`config.mk`:
```
export PLATFORM = sky130hd
export DESIGN_NAME = apb_cfg_arbiter_flat
export DESIGN_NICKNAME = d
export VERILOG_FILES = /design/src/rtl/apb_cfg_arbiter_if.sv /design/src/rtl/apb_cfg_arbiter.sv /design/src/flat_wrapper.sv
export SDC_FILE = /design/constraint.sdc
export NUM_CORES = 1
export LEC_CHECK = 0
export ABC_AREA = 1
export CAP_MARGIN = 0
export CORE_AREA = 4 4 124 126
export CTS_BUF_LIST = sky130_fd_sc_hd__clkbuf_8
export DETAILED_ROUTE_END_ITERATION = 7
export DIE_AREA = 0 0 128 130
export PLACE_DENSITY = 0.78
export SLEW_MARGIN = 20
export SYNTH_ARGS = -nofsm -noshare
export SYNTH_HDL_FRONTEND = slang
export SYNTH_SLANG_ARGS = --single-unit
```
`constraint.sdc`:
```
create_clock -name clk -period 1.1 [get_ports clk]
set_input_delay 0.165 -clock clk [delete_from_list [all_inputs] [get_ports clk]]
set_output_delay 0.165 -clock clk [all_outputs]
set_load 0.01 [all_outputs]
```
`src/rtl/apb_cfg_arbiter_if.sv`:
```
// Request/response channels for both requesters plus the APB bus of apb_cfg_arbiter.
// The master modport is the arbiter's view; slave is the surrounding environment.
interface apb_cfg_arbiter_if #(
    parameter int ADDR_W = 12,
    parameter int DATA_W = 32
);
    logic              req0_valid;
    logic              req0_ready;
    logic              req0_write;
    logic [ADDR_W-1:0] req0_addr;
    logic [DATA_W-1:0] req0_wdata;
    logic              rsp0_valid;
    logic [DATA_W-1:0] rsp0_rdata;
    logic              rsp0_err;

    logic              req1_valid;
    logic              req1_ready;
    logic              req1_write;
    logic [ADDR_W-1:0] req1_addr;
    logic [DATA_W-1:0] req1_wdata;
    logic              rsp1_valid;
    logic [DATA_W-1:0] rsp1_rdata;
    logic              rsp1_err;

    logic [ADDR_W-1:0] paddr;
    logic [DATA_W-1:0] pwdata;
    logic              pwrite;
    logic              psel;
    logic              penable;
    logic [DATA_W-1:0] prdata;
    logic              pready;
    logic              pslverr;

    modport master (
        input  req0_valid, req0_write, req0_addr, req0_wdata,
        output req0_ready, rsp0_valid, rsp0_rdata, rsp0_err,
        input  req1_valid, req1_write, req1_addr, req1_wdata,
        output req1_ready, rsp1_valid, rsp1_rdata, rsp1_err,
        output paddr, pwdata, pwrite, psel, penable,
        input  prdata, pready, pslverr
    );

    modport slave (
        output req0_valid, req0_write, req0_addr, req0_wdata,
        input  req0_ready, rsp0_valid, rsp0_rdata, rsp0_err,
        output req1_valid, req1_write, req1_addr, req1_wdata,
        input  req1_ready, rsp1_valid, rsp1_rdata, rsp1_err,
        input  paddr, pwdata, pwrite, psel, penable,
        output prdata, pready, pslverr
    );
endinterface

```
`src/rtl/apb_cfg_arbiter.sv`:
```
// Round-robin two-requester arbiter driving one APB SETUP/ACCESS transfer per grant.
// Optional ACCESS-phase watchdog enabled by defining APB_TIMEOUT_EN.
module apb_cfg_arbiter #(
    parameter int ADDR_W  = 12,
    parameter int DATA_W  = 32,
    parameter int TIMEOUT = 16
) (
    input  logic                clk,
    input  logic                rst,
    apb_cfg_arbiter_if.master   bus,
    output logic                busy,
    output logic                grant_id
);

    typedef enum logic [1:0] {
        IDLE   = 2'd0,
        SETUP  = 2'd1,
        ACCESS = 2'd2
    } state_e;

    state_e            state_q, state_d;
    logic              last_q, last_d;
    logic              grant_id_q, grant_id_d;
    logic [ADDR_W-1:0] paddr_q, paddr_d;
    logic [DATA_W-1:0] pwdata_q, pwdata_d;
    logic              pwrite_q, pwrite_d;
    logic              rsp0_valid_q, rsp0_valid_d;
    logic              rsp1_valid_q, rsp1_valid_d;
    logic [DATA_W-1:0] rsp0_rdata_q, rsp0_rdata_d;
    logic [DATA_W-1:0] rsp1_rdata_q, rsp1_rdata_d;
    logic              rsp0_err_q, rsp0_err_d;
    logic              rsp1_err_q, rsp1_err_d;

    logic              grant;
    logic              rdy0, rdy1;
    logic              accept;
    logic              done;
    logic              done_err;
    logic [DATA_W-1:0] done_rdata;

    if (TIMEOUT < 1) begin : g_bad_timeout
        $error("apb_cfg_arbiter: TIMEOUT must be at least 1");
    end

`ifdef APB_TIMEOUT_EN
    localparam int CNT_W = $clog2(TIMEOUT + 1);
    localparam logic [CNT_W-1:0] TMO_LAST = CNT_W'(TIMEOUT - 1);
    logic [CNT_W-1:0] tmo_cnt_q, tmo_cnt_d;
`endif

    // On contention the requester that did not win last time gets the bus.
    always_comb begin
        grant = bus.req1_valid;
        if (bus.req0_valid && bus.req1_valid) begin
            grant = ~last_q;
        end
    end

    assign rdy0   = (state_q == IDLE) && !grant;
    assign rdy1   = (state_q == IDLE) &&  grant;
    assign accept = (bus.req0_valid && rdy0) || (bus.req1_valid && rdy1);

    always_comb begin
        state_d      = state_q;
        last_d       = last_q;
        grant_id_d   = grant_id_q;
        paddr_d      = paddr_q;
        pwdata_d     = pwdata_q;
        pwrite_d     = pwrite_q;
        rsp0_valid_d = 1'b0;
        rsp1_valid_d = 1'b0;
        rsp0_rdata_d = rsp0_rdata_q;
        rsp1_rdata_d = rsp1_rdata_q;
        rsp0_err_d   = rsp0_err_q;
        rsp1_err_d   = rsp1_err_q;
        done         = 1'b0;
        done_err     = 1'b0;
        done_rdata   = '0;
`ifdef APB_TIMEOUT_EN
        tmo_cnt_d    = tmo_cnt_q;
`endif

        case (state_q)
            IDLE: begin
                if (accept) begin
                    state_d    = SETUP;
                    last_d     = grant;
                    grant_id_d = grant;
                    paddr_d    = grant ? bus.req1_addr  : bus.req0_addr;
                    pwdata_d   = grant ? bus.req1_wdata : bus.req0_wdata;
                    pwrite_d   = grant ? bus.req1_write : bus.req0_write;
                end
            end
            SETUP: begin
                state_d = ACCESS;
`ifdef APB_TIMEOUT_EN
                tmo_cnt_d = '0;
`endif
            end
            ACCESS: begin
                if (bus.pready) begin
                    done       = 1'b1;
                    done_err   = bus.pslverr;
                    done_rdata = pwrite_q ? '0 : bus.prdata;
                end
`ifdef APB_TIMEOUT_EN
                else if (tmo_cnt_q == TMO_LAST) begin
                    done       = 1'b1;
                    done_err   = 1'b1;
                    done_rdata = '0;
                end else begin
                    tmo_cnt_d = tmo_cnt_q + 1'b1;
                end
`endif
            end
            default: state_d = IDLE;
        endcase

        // Completion routes the result only to the requester that owns the transfer.
        if (done) begin
            state_d = IDLE;
            if (grant_id_q) begin
                rsp1_valid_d = 1'b1;
                rsp1_rdata_d = done_rdata;
                rsp1_err_d   = done_err;
            end else begin
                rsp0_valid_d = 1'b1;
                rsp0_rdata_d = done_rdata;
                rsp0_err_d   = done_err;
            end
        end
    end

    always_ff @(posedge clk) begin
        if (rst) begin
            state_q      <= IDLE;
            last_q       <= 1'b1;
            grant_id_q   <= 1'b0;
            paddr_q      <= '0;
            pwdata_q     <= '0;
            pwrite_q     <= 1'b0;
            rsp0_valid_q <= 1'b0;
            rsp1_valid_q <= 1'b0;
            rsp0_rdata_q <= '0;
            rsp1_rdata_q <= '0;
            rsp0_err_q   <= 1'b0;
            rsp1_err_q   <= 1'b0;
        end else begin
            state_q      <= state_d;
            last_q       <= last_d;
            grant_id_q   <= grant_id_d;
            paddr_q      <= paddr_d;
            pwdata_q     <= pwdata_d;
            pwrite_q     <= pwrite_d;
            rsp0_valid_q <= rsp0_valid_d;
            rsp1_valid_q <= rsp1_valid_d;
            rsp0_rdata_q <= rsp0_rdata_d;
            rsp1_rdata_q <= rsp1_rdata_d;
            rsp0_err_q   <= rsp0_err_d;
            rsp1_err_q   <= rsp1_err_d;
        end
    end

`ifdef APB_TIMEOUT_EN
    always_ff @(posedge clk) begin
        if (rst) begin
            tmo_cnt_q <= '0;
        end else begin
            tmo_cnt_q <= tmo_cnt_d;
        end
    end
`endif

    assign bus.req0_ready = rdy0;
    assign bus.req1_ready = rdy1;
    assign bus.rsp0_valid = rsp0_valid_q;
    assign bus.rsp1_valid = rsp1_valid_q;
    assign bus.rsp0_rdata = rsp0_rdata_q;
    assign bus.rsp1_rdata = rsp1_rdata_q;
    assign bus.rsp0_err   = rsp0_err_q;
    assign bus.rsp1_err   = rsp1_err_q;
    assign bus.paddr      = paddr_q;
    assign bus.pwdata     = pwdata_q;
    assign bus.pwrite     = pwrite_q;
    assign bus.psel       = (state_q != IDLE);
    assign bus.penable    = (state_q == ACCESS);
    assign busy           = (state_q != IDLE);
    assign grant_id       = grant_id_q;

endmodule

```
`src/flat_wrapper.sv`:
```
// flat-port wrapper written by rule: the top's interface ports become plain ports
module apb_cfg_arbiter_flat 
#(
    parameter int ADDR_W  = 12,
    parameter int DATA_W  = 32,
    parameter int TIMEOUT = 16
)
  (clk, rst, busy, grant_id, bus_req0_valid, bus_req0_write, bus_req0_addr, bus_req0_wdata, bus_req0_ready, bus_rsp0_valid, bus_rsp0_rdata, bus_rsp0_err, bus_req1_valid, bus_req1_write, bus_req1_addr, bus_req1_wdata, bus_req1_ready, bus_rsp1_valid, bus_rsp1_rdata, bus_rsp1_err, bus_paddr, bus_pwdata, bus_pwrite, bus_psel, bus_penable, bus_prdata, bus_pready, bus_pslverr);
  apb_cfg_arbiter_if #(.ADDR_W(ADDR_W), .DATA_W(DATA_W)) bus_i ();
  input  logic clk;
  input  logic rst;
  output logic busy;
  output logic grant_id;
  input wire logic [$bits(bus_i.req0_valid)-1:0] bus_req0_valid;
  input wire logic [$bits(bus_i.req0_write)-1:0] bus_req0_write;
  input wire logic [$bits(bus_i.req0_addr)-1:0] bus_req0_addr;
  input wire logic [$bits(bus_i.req0_wdata)-1:0] bus_req0_wdata;
  output wire logic [$bits(bus_i.req0_ready)-1:0] bus_req0_ready;
  output wire logic [$bits(bus_i.rsp0_valid)-1:0] bus_rsp0_valid;
  output wire logic [$bits(bus_i.rsp0_rdata)-1:0] bus_rsp0_rdata;
  output wire logic [$bits(bus_i.rsp0_err)-1:0] bus_rsp0_err;
  input wire logic [$bits(bus_i.req1_valid)-1:0] bus_req1_valid;
  input wire logic [$bits(bus_i.req1_write)-1:0] bus_req1_write;
  input wire logic [$bits(bus_i.req1_addr)-1:0] bus_req1_addr;
  input wire logic [$bits(bus_i.req1_wdata)-1:0] bus_req1_wdata;
  output wire logic [$bits(bus_i.req1_ready)-1:0] bus_req1_ready;
  output wire logic [$bits(bus_i.rsp1_valid)-1:0] bus_rsp1_valid;
  output wire logic [$bits(bus_i.rsp1_rdata)-1:0] bus_rsp1_rdata;
  output wire logic [$bits(bus_i.rsp1_err)-1:0] bus_rsp1_err;
  output wire logic [$bits(bus_i.paddr)-1:0] bus_paddr;
  output wire logic [$bits(bus_i.pwdata)-1:0] bus_pwdata;
  output wire logic [$bits(bus_i.pwrite)-1:0] bus_pwrite;
  output wire logic [$bits(bus_i.psel)-1:0] bus_psel;
  output wire logic [$bits(bus_i.penable)-1:0] bus_penable;
  input wire logic [$bits(bus_i.prdata)-1:0] bus_prdata;
  input wire logic [$bits(bus_i.pready)-1:0] bus_pready;
  input wire logic [$bits(bus_i.pslverr)-1:0] bus_pslverr;
  assign bus_i.req0_valid = bus_req0_valid;
  assign bus_i.req0_write = bus_req0_write;
  assign bus_i.req0_addr = bus_req0_addr;
  assign bus_i.req0_wdata = bus_req0_wdata;
  assign bus_req0_ready = bus_i.req0_ready;
  assign bus_rsp0_valid = bus_i.rsp0_valid;
  assign bus_rsp0_rdata = bus_i.rsp0_rdata;
  assign bus_rsp0_err = bus_i.rsp0_err;
  assign bus_i.req1_valid = bus_req1_valid;
  assign bus_i.req1_write = bus_req1_write;
  assign bus_i.req1_addr = bus_req1_addr;
  assign bus_i.req1_wdata = bus_req1_wdata;
  assign bus_req1_ready = bus_i.req1_ready;
  assign bus_rsp1_valid = bus_i.rsp1_valid;
  assign bus_rsp1_rdata = bus_i.rsp1_rdata;
  assign bus_rsp1_err = bus_i.rsp1_err;
  assign bus_paddr = bus_i.paddr;
  assign bus_pwdata = bus_i.pwdata;
  assign bus_pwrite = bus_i.pwrite;
  assign bus_psel = bus_i.psel;
  assign bus_penable = bus_i.penable;
  assign bus_i.prdata = bus_prdata;
  assign bus_i.pready = bus_pready;
  assign bus_i.pslverr = bus_pslverr;
  apb_cfg_arbiter #(.ADDR_W(ADDR_W), .DATA_W(DATA_W), .TIMEOUT(TIMEOUT)) u_core (.clk(clk), .rst(rst), .bus(bus_i), .busy(busy), .grant_id(grant_id));
endmodule
```
; ---- Yosys cells after proc, flatten, opt, wreduce, memory -nomap -nowiden
; Index checks and enable logic that the tools add are counted.
; W data, S select, Z words.
[word_totals]
reg_bits = 117
input_bits = 128
output_inout_bits = 119
word_cells = 49
[op_classes]
n_eq_ne = 3
mux = 15
bitwise = 4
n_reduce_logical = 15
[ops]
columns = cell, n
row1 = $mux W32, 4
row2 = $mux W12, 1
row3 = $mux W1, 8
row4 = $reduce_and A2 Y1, 4
row5 = $pmux W2 S3, 1
row6 = $logic_and A1 B1 Y1, 5
row7 = $not A1 Y1, 4
row8 = $reduce_or A2 Y1, 2
row9 = $eq A2 B1 Y1 const B, 1
row10 = $eq A2 B2 Y1 const B, 1
row11 = $logic_not A2 Y1, 1
row12 = $mux W2, 1
row13 = $ne A2 B1 Y1 const B, 1
row14 = $reduce_bool A2 Y1, 1
row15 = $logic_not A1 Y1, 1
row16 = $logic_or A1 B1 Y1, 1

; ---- Longest topological paths before layout
; Gate-level depths: netlist of run 1.
[depth]
depth_word = 8
depth_mapped = 8
mapped_depth_nobuf = 6

; ---- Worst setup path before layout of run 1
; Ideal clock, no wire load.
[synth_path]
kind = flip-flop to flip-flop
startpoint = register u_core.last_q
endpoint = register u_core.paddr_q[0] (netlist: u_core.bus.paddr[0])
setup_time_ns = 0.115
arrival_ns = 1.103
required_ns = 0.985
path_slack_ns = -0.118
stages_incl_launch_ff = 8
n_path_buf = 3
period_less_slack_ns = 1.218
path_cell_list = dfxtp_1 nand2_1 buf_4 nand3_2 buf_4 buf_2 a21oi_1 nor2_1
[synth_between]
elab_chain_len = 7
elab_cells_between_ends = 10
classes_between = 2 x mux / 1 x bitwise / 7 x reduce/logical
[synth_rtl]
columns = element, line
row1 = "start, declared", apb_cfg_arbiter.sv:22  ; logic last_q, last_d;
row2 = "start signal, assigned", apb_cfg_arbiter.sv:150  ; last_q <= last_d;
row3 = $not A1 Y1 (*), apb_cfg_arbiter.sv:55  ; grant = ~last_q;
row4 = $mux W1 (*), apb_cfg_arbiter.sv:54  ; if (bus.req0_valid && bus.req1_valid) begin
row5 = $logic_not A1 Y1, apb_cfg_arbiter.sv:59  ; assign rdy0 = (state_q == IDLE) && !grant;
row6 = $logic_and A1 B1 Y1, apb_cfg_arbiter.sv:59
row7 = $logic_and A1 B1 Y1, apb_cfg_arbiter.sv:61  ; assign accept = (bus.req0_valid && rdy0) || (bus.req1_valid && rdy1);
row8 = $logic_or A1 B1 Y1, apb_cfg_arbiter.sv:61
row9 = $reduce_and A2 Y1 (no line), n/a
row10 = "end signal, assigned", apb_cfg_arbiter.sv:152  ; paddr_q <= paddr_d;
row11 = "end, declared", apb_cfg_arbiter.sv:24  ; logic [ADDR_W-1:0] paddr_q, paddr_d;
; Mark *: on every way between the ends. The rest lies on a longest branch, timed or not.
; A chain may end at the register's enable or synchronous reset.

; ---- Final worst setup path of run 1
[layout_path]
startpoint = register u_core.state_q[0]
endpoint = register u_core.pwdata_q[1] (netlist: u_core.bus.pwdata[1])
[layout_between]
elab_chain_len = 5
elab_cells_between_ends = 7
classes_between = 7 x reduce/logical
[layout_rtl]
columns = element, line
row1 = "start, declared", apb_cfg_arbiter.sv:21  ; state_e state_q, state_d;
row2 = "start signal, assigned", apb_cfg_arbiter.sv:149  ; state_q <= state_d;
row3 = $logic_not A2 Y1 (*), "apb_cfg_arbiter.sv:59, apb_cfg_arbiter.sv:60, apb_cfg_arbiter.sv:83"
row4 = "$logic_and A1 B1 Y1, on equally long branches", "apb_cfg_arbiter.sv:59, apb_cfg_arbiter.sv:60"
row5 = $logic_and A1 B1 Y1, apb_cfg_arbiter.sv:61
row6 = $logic_or A1 B1 Y1, apb_cfg_arbiter.sv:61
row7 = $reduce_and A2 Y1 (no line) (*), n/a
row8 = "end signal, assigned", apb_cfg_arbiter.sv:153  ; pwdata_q <= pwdata_d;
row9 = "end, declared", apb_cfg_arbiter.sv:25  ; logic [DATA_W-1:0] pwdata_q, pwdata_d;
; Marks and branches as above.

==> flow_summary_export.csv, run 1 <==
group,metric,value,unit
clock_tree,cts_root_buf,"clkbuf_8",
pwr,pwr-share-comb,31.7,%
cells_and_area,diodes,0,
synthesis,synth_cell_types,17,
route,drt-initial-drc-count,455,
outcome,status,"finished with violations",
pwr,p_leak,4.61,nW
clock_tree,h-tree-depth,4,
route,vias,6943,
min_path,hold_class,"input port to register",
sta,rsz0062_at_grt,"true",
route,drt_wl_total,23600,um
pwr,p_switching,3.99,mW
cells_and_area,final_area,10600,um^2
pwr,irDropWorstVdd,0.000860,V
sta,finalHoldWorstSlack,0.339,ns
clock_tree,clk_path_buf_depth,2,
floorplanning,die_y,130,um
route,route.detailed.drc,0,
global_route,grt_usage,23.1,%
floorplanning,num_io_pins,247,
pwr,sw_frac_of_total,31.2,%
sta,skew,0.0184,ns
global_route,antenna_found_initial,0,
floorplanning,die_area,16600,um^2
synthesis,ys_seq_area_share,42.8,%
pwr,power,12.8,mW
pwr,p_seq_share,37.5,%
pwr,power_density,1200,nW/um^2
clock_tree,cts_tree,"done",
clock_tree,clkSlewWorstSetupHoldPaths,0.06,ns
sta,finalSetupViolations,122,
route,ant_nets,0,
floorplanning,num_rows,44,
global_route,grt-ovfl-total,0,
sta,hold_viol_final,0,
outcome,violations,"negative setup slack",
synthesis,synth_warnings,0,
clock_tree,cts.sinks,117,
job,maxCapViolations,0,
route,wl_met2,11800,um
synthesis,synth-seq-cells,117,
placed_design,place_congestion,0.843,
global_route,grt_max_degree,65,
global_route,grt_pass1_wl,30600,um
critical_path,crit_path_end_kind,"register",
critical_path,cp_max_fo,11,
route,wl_per_cell,17.5,um
sta,fmax,669,MHz
pwr,p_int,8.78,mW
clock_tree,cts_buffers,17,
pwr,p_clk_share,30.8,%
critical_path,critical_path_required,1.43,ns
synthesis,synthCells,840,
synthesis,syn_area,5470,um^2
sta,slew_viol_final,0,
floorplanning,core-area,14300,um^2
sta,fin_crit_sh,136,%
cells_and_area,final_common_cell,"nand2_1",
floorplanning,chipWidth,128,um
sta,slew_headroom,66.7,%
cells_and_area,fin_nets,1276,
route,highest_layer,"met4",
placed_design,dp_hpwl,12700,um
route,routed_via_density,5.16,
floorplanning,start_util,38.2,%
cells_and_area,mostFrequentLayoutCells,"nand2_1, nand3_1, clkdlybuf4s50_1, dfxtp_2, buf_6",
cells_and_area,layout-drive-gt1-share,48.8,%
placed_design,port_buffers,246,
global_route,first_global_vias,6158,
route,wl_met1,8810,um
synthesis,synth_area_per_cell,6.52,um^2
sta,worst_pin_slew,0.500,ns
sta,timing.final.crit_period,1.49,ns
critical_path,cp-start-kind,"register",
route,wl_met3,2270,um
placed_design,place_area,8340,um^2
critical_path,crit_arrival,1.83,ns
critical_path,path_class,"register to register",
route,drtPass1Iterations,5,
synthesis,syn_nets,968,
sta,fin_setup_tns,-39.30,ns
cells_and_area,syn_to_final_growth,94.2,%
sta,setup_slack,-0.395,ns
clock_tree,clock_latency,0.45,ns
cells in the mapped netlist (all sizes together):
cell type	n	share of area, %
clkbuf	24	1.6
nor2	81	5.7
nand2	276	19
inv	53	3.6
nand3	127	12
clkinv	1	0.069
dfxtp	117	43
a21oi	112	10
a211oi	1	0.14
buf	48	5.0
registers in the layout, summed over array words and instances (netlist names), 2 cells and up:
| register | cells |
|---|---|
| u_core.bus.rsp0_rdata | 32 |
| u_core.bus.paddr | 12 |
| u_core.bus.pwdata | 32 |
| u_core.bus.rsp1_rdata | 32 |
| u_core.state_q | 2 |
worst max-delay path, cell delays in order (launching register included):
cell,delay [ns]
dfxtp_2,0.34
nor2_4,0.15
buf_6,0.13
buf_4,0.13
nand3_4,0.10
buf_12,0.17
clkbuf_16,0.17
a21oi_1,0.14
nor2_1,0.06
final timing paths:
path / from / to / slack [ns] / cells after the start
hold / removal: bus_req1_valid / u_core.bus.pwdata[0]$_SDFFE_PP0P_ / 0.34 / 6
setup reg to reg: u_core.state_q[0]$_SDFFE_PP0P_ / u_core.bus.pwdata[1]$_SDFFE_PP0P_ / -0.39 / 8
setup / recovery: u_core.state_q[0]$_SDFFE_PP0P_ / u_core.bus.pwdata[1]$_SDFFE_PP0P_ / -0.39 / 8
hold reg to reg: u_core.bus.rsp0_rdata[13]$_SDFFE_PP0P_ / u_core.bus.rsp0_rdata[13]$_SDFFE_PP0P_ / 0.47 / 2
power groups by stage:
stage | registers [mW] | logic (mW) | clock network [mW]
floorplan | 4.92 | 1.54 | 0
global placement | 4.78 | 3.17 | 0
detailed placement | 4.79 | 3.19 | 0
CTS | 4.73 | 3.38 | 3.94
global route | 4.82 | 4.35 | 4.17
finish | 4.79 | 4.04 | 3.94
per-stage QoR:
step                util, %  std cells  setup WS [ns]
floorplan                 -        840        -0.0337
CTS                    63.7       1299         -0.397
global route           74.3       1345         -0.450
detailed placement     58.3       1242         -0.726
global placement       58.3       1242         -0.705
finish                 74.3       1345         -0.395
per-layer routing:
layer  track usage, %  up-vias
li1                 -     3286
met1             26.8     3208
met2             39.6      390
met3             7.74       59
met4             8.49        0
met5                0        -
repair_timing:
item	4_1_cts	5_1_grt
pin swaps	11	14
resized for setup	683	296
setup endpoints to repair	236	227
gates cloned	9	9
hold buffers	1	0
endpoints found under the hold margin	2	0
setup buffers	18	45
logic make-up (layout without fill, tap and decap cells):
group	count (synthesis)	after routing	share of synthesized area, %
AND/OR/NAND/NOR	484	485	36.5
buffers and inverters	126	446	10.3
flip-flops	117	117	42.8
AO/OA/AOI/OAI	113	113	10.4
area by class of cell:
type / instances / area, um^2
Sequential cell: 117 / 2510
Multi-Input combinational cell: 598 / 3480
Clock inverter: 12 / 114
Fill cell: 971 / 3680
Timing Repair Buffer: 360 / 3810
Clock buffer: 20 / 275
Inverter: 54 / 206
Tap cell: 184 / 230
No activity file was read; power rests on OpenSTA's default activity.
==> inputs of run 2 (changes only) <==
SLEW_MARGIN = 25   (was 20)
==> results of run 2 <==
No change in the layout: final DEF, timing and power equal those of run 1.
==> inputs of run 3 (changes only) <==
CTS_CLUSTER_DIAMETER = 150   (was unset)
SLEW_MARGIN = unset   (was 25)
==> results of run 3 <==
No change in the layout: final DEF, timing and power equal those of run 1.
